### src/rtl/wb_stage_pkg.sv
// ----------------------------------------------------------------------------
// wb_pkg : shared types and helpers for the MIPS writeback stage.
//   load_type_e : load width/sign encoding carried from MEM into WB.
//   wb_state_e  : writeback FSM states (IDLE, WAIT, COMMIT).
//   ext8/ext16  : sign- or zero-extension helpers used by load formatting.
// ----------------------------------------------------------------------------
package wb_pkg;

  localparam int unsigned WB_DW = 32;

  typedef enum logic [2:0] {
    LT_W  = 3'd0,
    LT_B  = 3'd1,
    LT_BU = 3'd2,
    LT_H  = 3'd3,
    LT_HU = 3'd4
  } load_type_e;

  typedef enum logic [1:0] {
    IDLE   = 2'd0,
    WAIT   = 2'd1,
    COMMIT = 2'd2
  } wb_state_e;

  // Extend a byte to a full word; sgn selects sign extension.
  function automatic logic [WB_DW-1:0] ext8(input logic [7:0] b, input logic sgn);
    return {{(WB_DW-8){sgn & b[7]}}, b};
  endfunction

  // Extend a halfword to a full word; sgn selects sign extension.
  function automatic logic [WB_DW-1:0] ext16(input logic [15:0] h, input logic sgn);
    return {{(WB_DW-16){sgn & h[15]}}, h};
  endfunction

endpackage

### src/rtl/wb_stage_load_align.sv
// ----------------------------------------------------------------------------
// load_align : combinational little-endian load formatter.
//   rdata_i     : raw aligned word returned by data memory
//   addr_lo_i   : low two bits of the effective address
//   load_type_i : load_type_e encoding (undefined codes behave as LT_W)
//   data_o      : word to be written to the register file
// ----------------------------------------------------------------------------
module load_align
  import wb_pkg::*;
(
  input  logic [31:0] rdata_i,
  input  logic [1:0]  addr_lo_i,
  input  logic [2:0]  load_type_i,
  output logic [31:0] data_o
);

  logic [7:0]  byte_s;
  logic [15:0] half_s;

  // Select lane byte/half, then extend according to the load type.
  always_comb begin
    byte_s = 8'h00;
    half_s = 16'h0000;
    data_o = rdata_i;

    case (addr_lo_i)
      2'd0:    byte_s = rdata_i[7:0];
      2'd1:    byte_s = rdata_i[15:8];
      2'd2:    byte_s = rdata_i[23:16];
      2'd3:    byte_s = rdata_i[31:24];
      default: byte_s = rdata_i[7:0];
    endcase

    // Halfword lane comes from addr bit 1 only; bit 0 is ignored.
    if (addr_lo_i[1]) begin
      half_s = rdata_i[31:16];
    end else begin
      half_s = rdata_i[15:0];
    end

    case (load_type_i)
      LT_B:    data_o = ext8(byte_s, 1'b1);
      LT_BU:   data_o = ext8(byte_s, 1'b0);
      LT_H:    data_o = ext16(half_s, 1'b1);
      LT_HU:   data_o = ext16(half_s, 1'b0);
      default: data_o = rdata_i;
    endcase
  end

endmodule

### src/rtl/wb_stage.sv
// ----------------------------------------------------------------------------
// wb_stage : writeback stage of the 5-stage MIPS pipeline.
// Holds the MEM/WB register, waits for variable-latency load responses,
// formats load data and drives the register-file write port.
//
// Ports:
//   clk, rst_n                 : clock, asynchronous active-low reset
//   mem_valid .. mem_load_type : instruction presented by MEM (captured when
//                                wb_stall is low)
//   dmem_rvalid, dmem_rdata    : single-cycle load response from data memory
//   wb_stall                   : stage busy, upstream holds
//   wb_reg_write/wb_rd/wb_wd   : register-file write port
//
// Optional: define WB_PERF_CNT_EN to add perf_retired / perf_ld_wait
// 32-bit wrapping counters (retired instructions, load-wait cycles).
// ----------------------------------------------------------------------------
module wb_stage
  import wb_pkg::*;
#(
  parameter int DW = 32,
  parameter int RW = 5
) (
  input  logic          clk,
  input  logic          rst_n,
  input  logic          mem_valid,
  input  logic          mem_reg_write,
  input  logic [RW-1:0] mem_rd,
  input  logic [DW-1:0] mem_alu_result,
  input  logic          mem_is_load,
  input  logic [2:0]    mem_load_type,
  input  logic          dmem_rvalid,
  input  logic [DW-1:0] dmem_rdata,
  output logic          wb_stall,
  output logic          wb_reg_write,
  output logic [RW-1:0] wb_rd,
  output logic [DW-1:0] wb_wd
`ifdef WB_PERF_CNT_EN
  ,
  output logic [31:0]   perf_retired,
  output logic [31:0]   perf_ld_wait
`endif
);

  // MEM/WB pipeline register
  logic          valid_q;
  logic          reg_write_q;
  logic [RW-1:0] rd_q;
  logic [DW-1:0] alu_q;
  logic          is_load_q;
  logic [2:0]    load_type_q;

  // FSM and load buffer
  wb_state_e     state_q, state_d;
  logic [DW-1:0] ld_buf_q, ld_buf_d;

  // Last driven rd/wd, shown again while the slot is a bubble
  logic [RW-1:0] hold_rd_q;
  logic [DW-1:0] hold_wd_q;

  logic          stall_s;
  logic          we_s;
  logic [RW-1:0] rd_s;
  logic [DW-1:0] wd_s;
  logic [DW-1:0] fmt_s;
  logic          rd_nz_s;

  load_align u_load_align (
    .rdata_i     (dmem_rdata),
    .addr_lo_i   (alu_q[1:0]),
    .load_type_i (load_type_q),
    .data_o      (fmt_s)
  );

  assign rd_nz_s = (rd_q != {RW{1'b0}});

  // MEM/WB register: capture everything (including bubbles) unless stalled.
  always_ff @(posedge clk or negedge rst_n) begin
    if (!rst_n) begin
      valid_q     <= 1'b0;
      reg_write_q <= 1'b0;
      rd_q        <= {RW{1'b0}};
      alu_q       <= {DW{1'b0}};
      is_load_q   <= 1'b0;
      load_type_q <= 3'd0;
    end else if (!stall_s) begin
      valid_q     <= mem_valid;
      reg_write_q <= mem_reg_write;
      rd_q        <= mem_rd;
      alu_q       <= mem_alu_result;
      is_load_q   <= mem_is_load;
      load_type_q <= mem_load_type;
    end else begin
      valid_q     <= valid_q;
      reg_write_q <= reg_write_q;
      rd_q        <= rd_q;
      alu_q       <= alu_q;
      is_load_q   <= is_load_q;
      load_type_q <= load_type_q;
    end
  end

  // FSM state, load buffer and bubble-hold registers.
  always_ff @(posedge clk or negedge rst_n) begin
    if (!rst_n) begin
      state_q   <= IDLE;
      ld_buf_q  <= {DW{1'b0}};
      hold_rd_q <= {RW{1'b0}};
      hold_wd_q <= {DW{1'b0}};
    end else begin
      state_q   <= state_d;
      ld_buf_q  <= ld_buf_d;
      hold_rd_q <= rd_s;
      hold_wd_q <= wd_s;
    end
  end

  // Next-state, stall and write-enable decode. rvalid is only consumed
  // while a load sits in IDLE or WAIT; anywhere else it is ignored.
  always_comb begin
    state_d  = state_q;
    ld_buf_d = ld_buf_q;
    stall_s  = 1'b0;
    we_s     = 1'b0;

    case (state_q)
      IDLE: begin
        if (valid_q && is_load_q) begin
          stall_s = 1'b1;
          if (dmem_rvalid) begin
            ld_buf_d = fmt_s;
            state_d  = COMMIT;
          end else begin
            state_d  = WAIT;
          end
        end else begin
          we_s    = valid_q & reg_write_q & rd_nz_s;
          state_d = IDLE;
        end
      end
      WAIT: begin
        stall_s = 1'b1;
        if (dmem_rvalid) begin
          ld_buf_d = fmt_s;
          state_d  = COMMIT;
        end else begin
          state_d  = WAIT;
        end
      end
      COMMIT: begin
        we_s    = valid_q & reg_write_q & rd_nz_s;
        state_d = IDLE;
      end
      default: begin
        state_d = IDLE;
      end
    endcase
  end

  // Write address/data: pipe contents for a valid slot, last values otherwise.
  always_comb begin
    rd_s = hold_rd_q;
    wd_s = hold_wd_q;
    if (valid_q) begin
      rd_s = rd_q;
      if (state_q == COMMIT) begin
        wd_s = ld_buf_q;
      end else begin
        wd_s = alu_q;
      end
    end else begin
      rd_s = hold_rd_q;
      wd_s = hold_wd_q;
    end
  end

  assign wb_stall     = stall_s;
  assign wb_reg_write = we_s;
  assign wb_rd        = rd_s;
  assign wb_wd        = wd_s;

`ifdef WB_PERF_CNT_EN
  logic [31:0] perf_retired_q;
  logic [31:0] perf_ld_wait_q;
  logic        retire_s;

  // A load retires in COMMIT; everything else retires from IDLE.
  assign retire_s = ((state_q == IDLE) && valid_q && !is_load_q) ||
                    (state_q == COMMIT);

  // Wrapping retirement and load-wait counters.
  always_ff @(posedge clk or negedge rst_n) begin
    if (!rst_n) begin
      perf_retired_q <= 32'd0;
      perf_ld_wait_q <= 32'd0;
    end else begin
      if (retire_s) begin
        perf_retired_q <= perf_retired_q + 32'd1;
      end else begin
        perf_retired_q <= perf_retired_q;
      end
      if (state_q == WAIT) begin
        perf_ld_wait_q <= perf_ld_wait_q + 32'd1;
      end else begin
        perf_ld_wait_q <= perf_ld_wait_q;
      end
    end
  end

  assign perf_retired = perf_retired_q;
  assign perf_ld_wait = perf_ld_wait_q;
`endif

endmodule
### config.mk
export PLATFORM = sky130hd
export DESIGN_NAME = wb_stage
export DESIGN_NICKNAME = d
export VERILOG_FILES = /design/src/rtl/wb_stage_pkg.sv /design/src/rtl/wb_stage_load_align.sv /design/src/rtl/wb_stage.sv
export SDC_FILE = /design/constraint.sdc
export NUM_CORES = 1
export LEC_CHECK = 0
export BUFFER_PORTS_ARGS = -buffer_cell sky130_fd_sc_hd__buf_2
export CAP_MARGIN = 15
export CORE_MARGIN = 3
export CORE_UTILIZATION = 44
export DETAILED_ROUTE_END_ITERATION = 12
export PLACE_DENSITY = 0.66
export SYNTH_ARGS = -nofsm -noshare
export SYNTH_HDL_FRONTEND = slang
export SYNTH_SLANG_ARGS = --single-unit
### constraint.sdc
create_clock -name clk -period 1.68 [get_ports clk]
set_input_delay 0 -clock clk [delete_from_list [all_inputs] [get_ports clk]]
set_output_delay 0 -clock clk [all_outputs]
set_load 0.05 [all_outputs]
==> impl_results.rst <==
.. list-table::
   :header-rows: 1

   * - Metric
     - Value
   * - Vias per std cell
     - 5.76
   * - Primary flip-flop cell chosen by synthesis mapping
     - sky130_fd_sc_hd__dfrtp_1
   * - Start point of the worst min-delay path
     - dmem_rdata[11]
   * - Total routing resource utilization after global routing
     - 0.287
   * - Critical path arrival
     - 1.87 ns
   * - Post-synthesis instance total
     - 497
   * - Insertion delay of the later-clocked pin in the worst-skew pair
     - 0.42 ns
   * - TritonCTS clock tree
     - built
   * - Launch point of the worst reg-to-reg path
     - alu_q[0]$_DFFE_PN0N_
   * - Largest cells by area after synthesis
     - sky130_fd_sc_hd__dfrtp_1, sky130_fd_sc_hd__mux2_2, sky130_fd_sc_hd__mux2i_1, sky130_fd_sc_hd__a21oi_1, sky130_fd_sc_hd__a221o_1
   * - Filler Cell Count
     - 700
   * - Launch point of the critical path
     - state_q[0]$_DFF_PN0_
   * - Detailed-route wire length per cell
     - 22.3 µm
   * - Status
     - finished, violations left
   * - Number of nets in the finished design
     - 819
   * - Hold slack
     - roughly 0.016 ns
   * - Crit path required time
     - between 1.5 and 2 ns
   * - DR pass1 iterations
     - 5
   * - Count of yosys warnings during synthesis
     - 0
   * - Global-route wire length before repair
     - approximately 31000 µm
   * - Final ANT Viol Nets
     - 0
   * - Number of remaining DRC errors
     - 0
   * - HP Class
     - in -> reg
   * - Area added between synthesis and finish
     - 74.7%
   * - Worst slew margin relative to its limit
     - 0.696
   * - Failing checks
     - setup timing
   * - Die width
     - 119 µm
   * - Placed instance count
     - 781
   * - Maximum number of pins on one net before global-route repair
     - 36
   * - Initial DRC count
     - 551
   * - Part of the Yosys area used for sequential elements
     - 0.510
   * - Startpoint kind of the worst setup timing path
     - flop
   * - Total number of vias
     - 5319
   * - Type of the worst setup path
     - reg -> out
   * - Vias in the first global route
     - approximately 5600
   * - Post-Synthesis Mean Instance Area
     - between 10 and 15 µm²
   * - Final setup vio count
     - 38
   * - Initial antenna violation count
     - 0
   * - Final standard cell area without fillers
     - ~9800 µm²
   * - Routed wire length
     - 20600 µm
   * - GPL Wtd Cong
     - 0.913
   * - IO Pins
     - 117
   * - Global route overflow
     - 0
   * - Root Driver
     - sky130_fd_sc_hd__clkbuf_16
   * - Share of post-route cells with drive strength above 1
     - 0.528
   * - Proportion of register bits with asynchronous set or reset after synthesis
     - 1.00
   * - Final worst-path cycle share
     - 1.11
   * - Max Clock Freq
     - 536 MHz
   * - Setup slack after placement
     - -0.228 ns
   * - Cell Area, Synth
     - 5590 µm²
   * - FF+latch count, synth
     - about 110
   * - Die boundary height
     - 119 µm
   * - DP Area
     - ~6900 µm²
   * - Clock tree sinks
     - about 110
   * - Core box area
     - approximately 12000 µm²
   * - Cell taking the most area after synthesis
     - sky130_fd_sc_hd__dfrtp_1
   * - Cell Count, Final, Fillers Out
     - roughly 920
   * - Area share of the largest cell type after synthesis
     - 0.510
   * - Half-perimeter wire length after placement
     - about 11000 µm
   * - Clock buffers created by TritonCTS
     - 17
   * - Power Total
     - 0.0255 W
   * - Worst clock skew on the final layout
     - 0.00833 ns
   * - Final setup margin
     - -0.185 ns
   * - CTS clock-pin slew for the worst setup and hold paths
     - 0.06 ns
   * - H-tree levels
     - 4
   * - Number of enable-type register cells in the synthesized netlist
     - 0
   * - Met1 Use GR
     - 0.371
   * - Tightest Pin Transition
     - around 0.46 ns
   * - Met3 routing resource usage after global routing
     - 0.0636
   * - Die area
     - 14100 µm²
   * - Final period demand of the worst path
     - 1.87 ns
   * - Critical path capture point type
     - output pin
   * - Commonest cells after routing, fill and taps aside
     - sky130_fd_sc_hd__dfrtp_1, sky130_fd_sc_hd__buf_2, sky130_fd_sc_hd__dlygate4sd3_1
   * - Total power per unit cell area
     - about 2600 nW/µm²
   * - Critical path fanouts, max
     - 6
   * - Worst vdd ir
     - 1620 µV
   * - Unrepaired setup endpoints after global routing
     - true
   * - Leakage power
     - approximately 4 nW
   * - Global routing usage on met2
     - 0.491
   * - Starting Density
     - 0.458
   * - Leading cell type in the layout, fill and taps excluded
     - sky130_fd_sc_hd__dfrtp_1
   * - Maximum buffer depth of the clock tree
     - 2
   * - Synth unique cells
     - 50
   * - Floorplan row count
     - 40
   * - Post-Syn Nets
     - ~580
   * - Most crowded layer after global routing
     - met2
   * - # port buffers
     - 116
   * - Number of max-slew violations in the final report
     - 0
   * - Fin. Hold Viols
     - 0
   * - Number of violations of the max-capacitance limit
     - 0
[worst max-delay path, stage by stage, from the launching register on]
cell	delay, ns
sky130_fd_sc_hd__dfrtp_2	0.42
sky130_fd_sc_hd__nor2b_4	0.16
sky130_fd_sc_hd__buf_6	0.15
sky130_fd_sc_hd__buf_12	0.17
sky130_fd_sc_hd__mux2i_4	0.29
sky130_fd_sc_hd__a21oi_4	0.09
sky130_fd_sc_hd__buf_6	0.16
[what timing repair did]
item                                   CTS  global route
hold buffers                            68             0
buffers inserted                        17            16
cloned                                   6             5
setup endpoints to repair               71            70
gates resized for setup                160            88
endpoints found under the hold margin  182             0
pin swaps                               25            36
[sequential cells by signal (all words and copies together) (netlist names)]
| register | flops |
|---|---|
| alu_q | 32 |
| hold_wd_q | 32 |
| ld_buf_q | 32 |
| hold_rd_q | 5 |
| rd_q | 5 |
| load_type_q | 3 |
| state_q | 2 |
| is_load_q | 1 |
| reg_write_q | 1 |
| valid_q | 1 |
[Yosys cell counts, drive strengths merged (3+ instances only)]
cell and number:
a2111oi 5, a21oi 50, a221o 23, a22oi 7, a31oi 14, and2 3
buf 27, clkbuf 16, dfrtp 114, inv 3, mux2 50, mux2i 40
nand2 13, nand3 4, nor2 57, nor2b 8, nor3 3, nor3b 6
o21ai 7, o22a 9, o22ai 12, or3 3
[final cells by class]
cell class | instances | area (µm²) | share of cell area
clock buffers | 23 | 488 | 0.0499
repair buffers | 268 | 2510 | 0.257
well taps | 168 | 210 | 0.0215
multi-input cells | 337 | 3530 | 0.361
clock inverters | 9 | 151 | 0.0155
inverters | 3 | 16.3 | 0.00166
diodes | 1 | 2.50 | 0.000256
flip-flops and latches | 114 | 2860 | 0.293
[logic make-up (layout without fill, tap and decap cells)]
group	count (synthesis)	after routing	share of synthesized area
buffers and inverters	46	303	0.0423
DFF	114	114	0.510
AOI/OAI and AO/OA	134	134	0.169
and+or+nand+nor	112	112	0.105
other	0	1	0
xor gates and xnor gates	1	1	0.00157
muxes	90	90	0.172
[final timing paths]
kind / endpoint / slack, ns / cells after the start
worst max-delay path: wb_wd[12] / -0.19 / 6
worst min-delay path: ld_buf_q[11]$_DFFE_PN0P_ / 0.02 / 3
worst max register to register: ld_buf_q[5]$_DFFE_PN0P_ / -0.14 / 5
worst min register to register: hold_rd_q[2]$_DFF_PN0_ / 0.50 / 1
max in group asynchronous: alu_q[0]$_DFFE_PN0N_ / 1.01 / 3
min in group asynchronous: rd_q[0]$_DFFE_PN0N_ / 0.08 / 2
[metrics by stage]
step	utilization	setup TNS [ns]
after global routing	0.800	-7.53
after global placement	0.568	-1.59
final	0.800	-4.80
after detailed placement	0.568	-3.30
after floorplan	-	-0.134
after CTS	0.757	-6.24
[report_power, final]
part / leakage, nW / internal (W) / switching (W)
clock network: 0.313 / 0.00263 / 0.00127
logic: 2.39 / 0.00758 / 0.00864
registers: 1.32 / 0.00416 / 0.00124
total: 4.02 / 0.0144 / 0.0112
[metal layers]
metal	vias to the layer above	part of all wire
li1	2358	-
met1	2665	0.40
met2	248	0.52
met3	48	0.056
met4	0	0.022
met5	-	0
(Power assumes the default switching activity.)
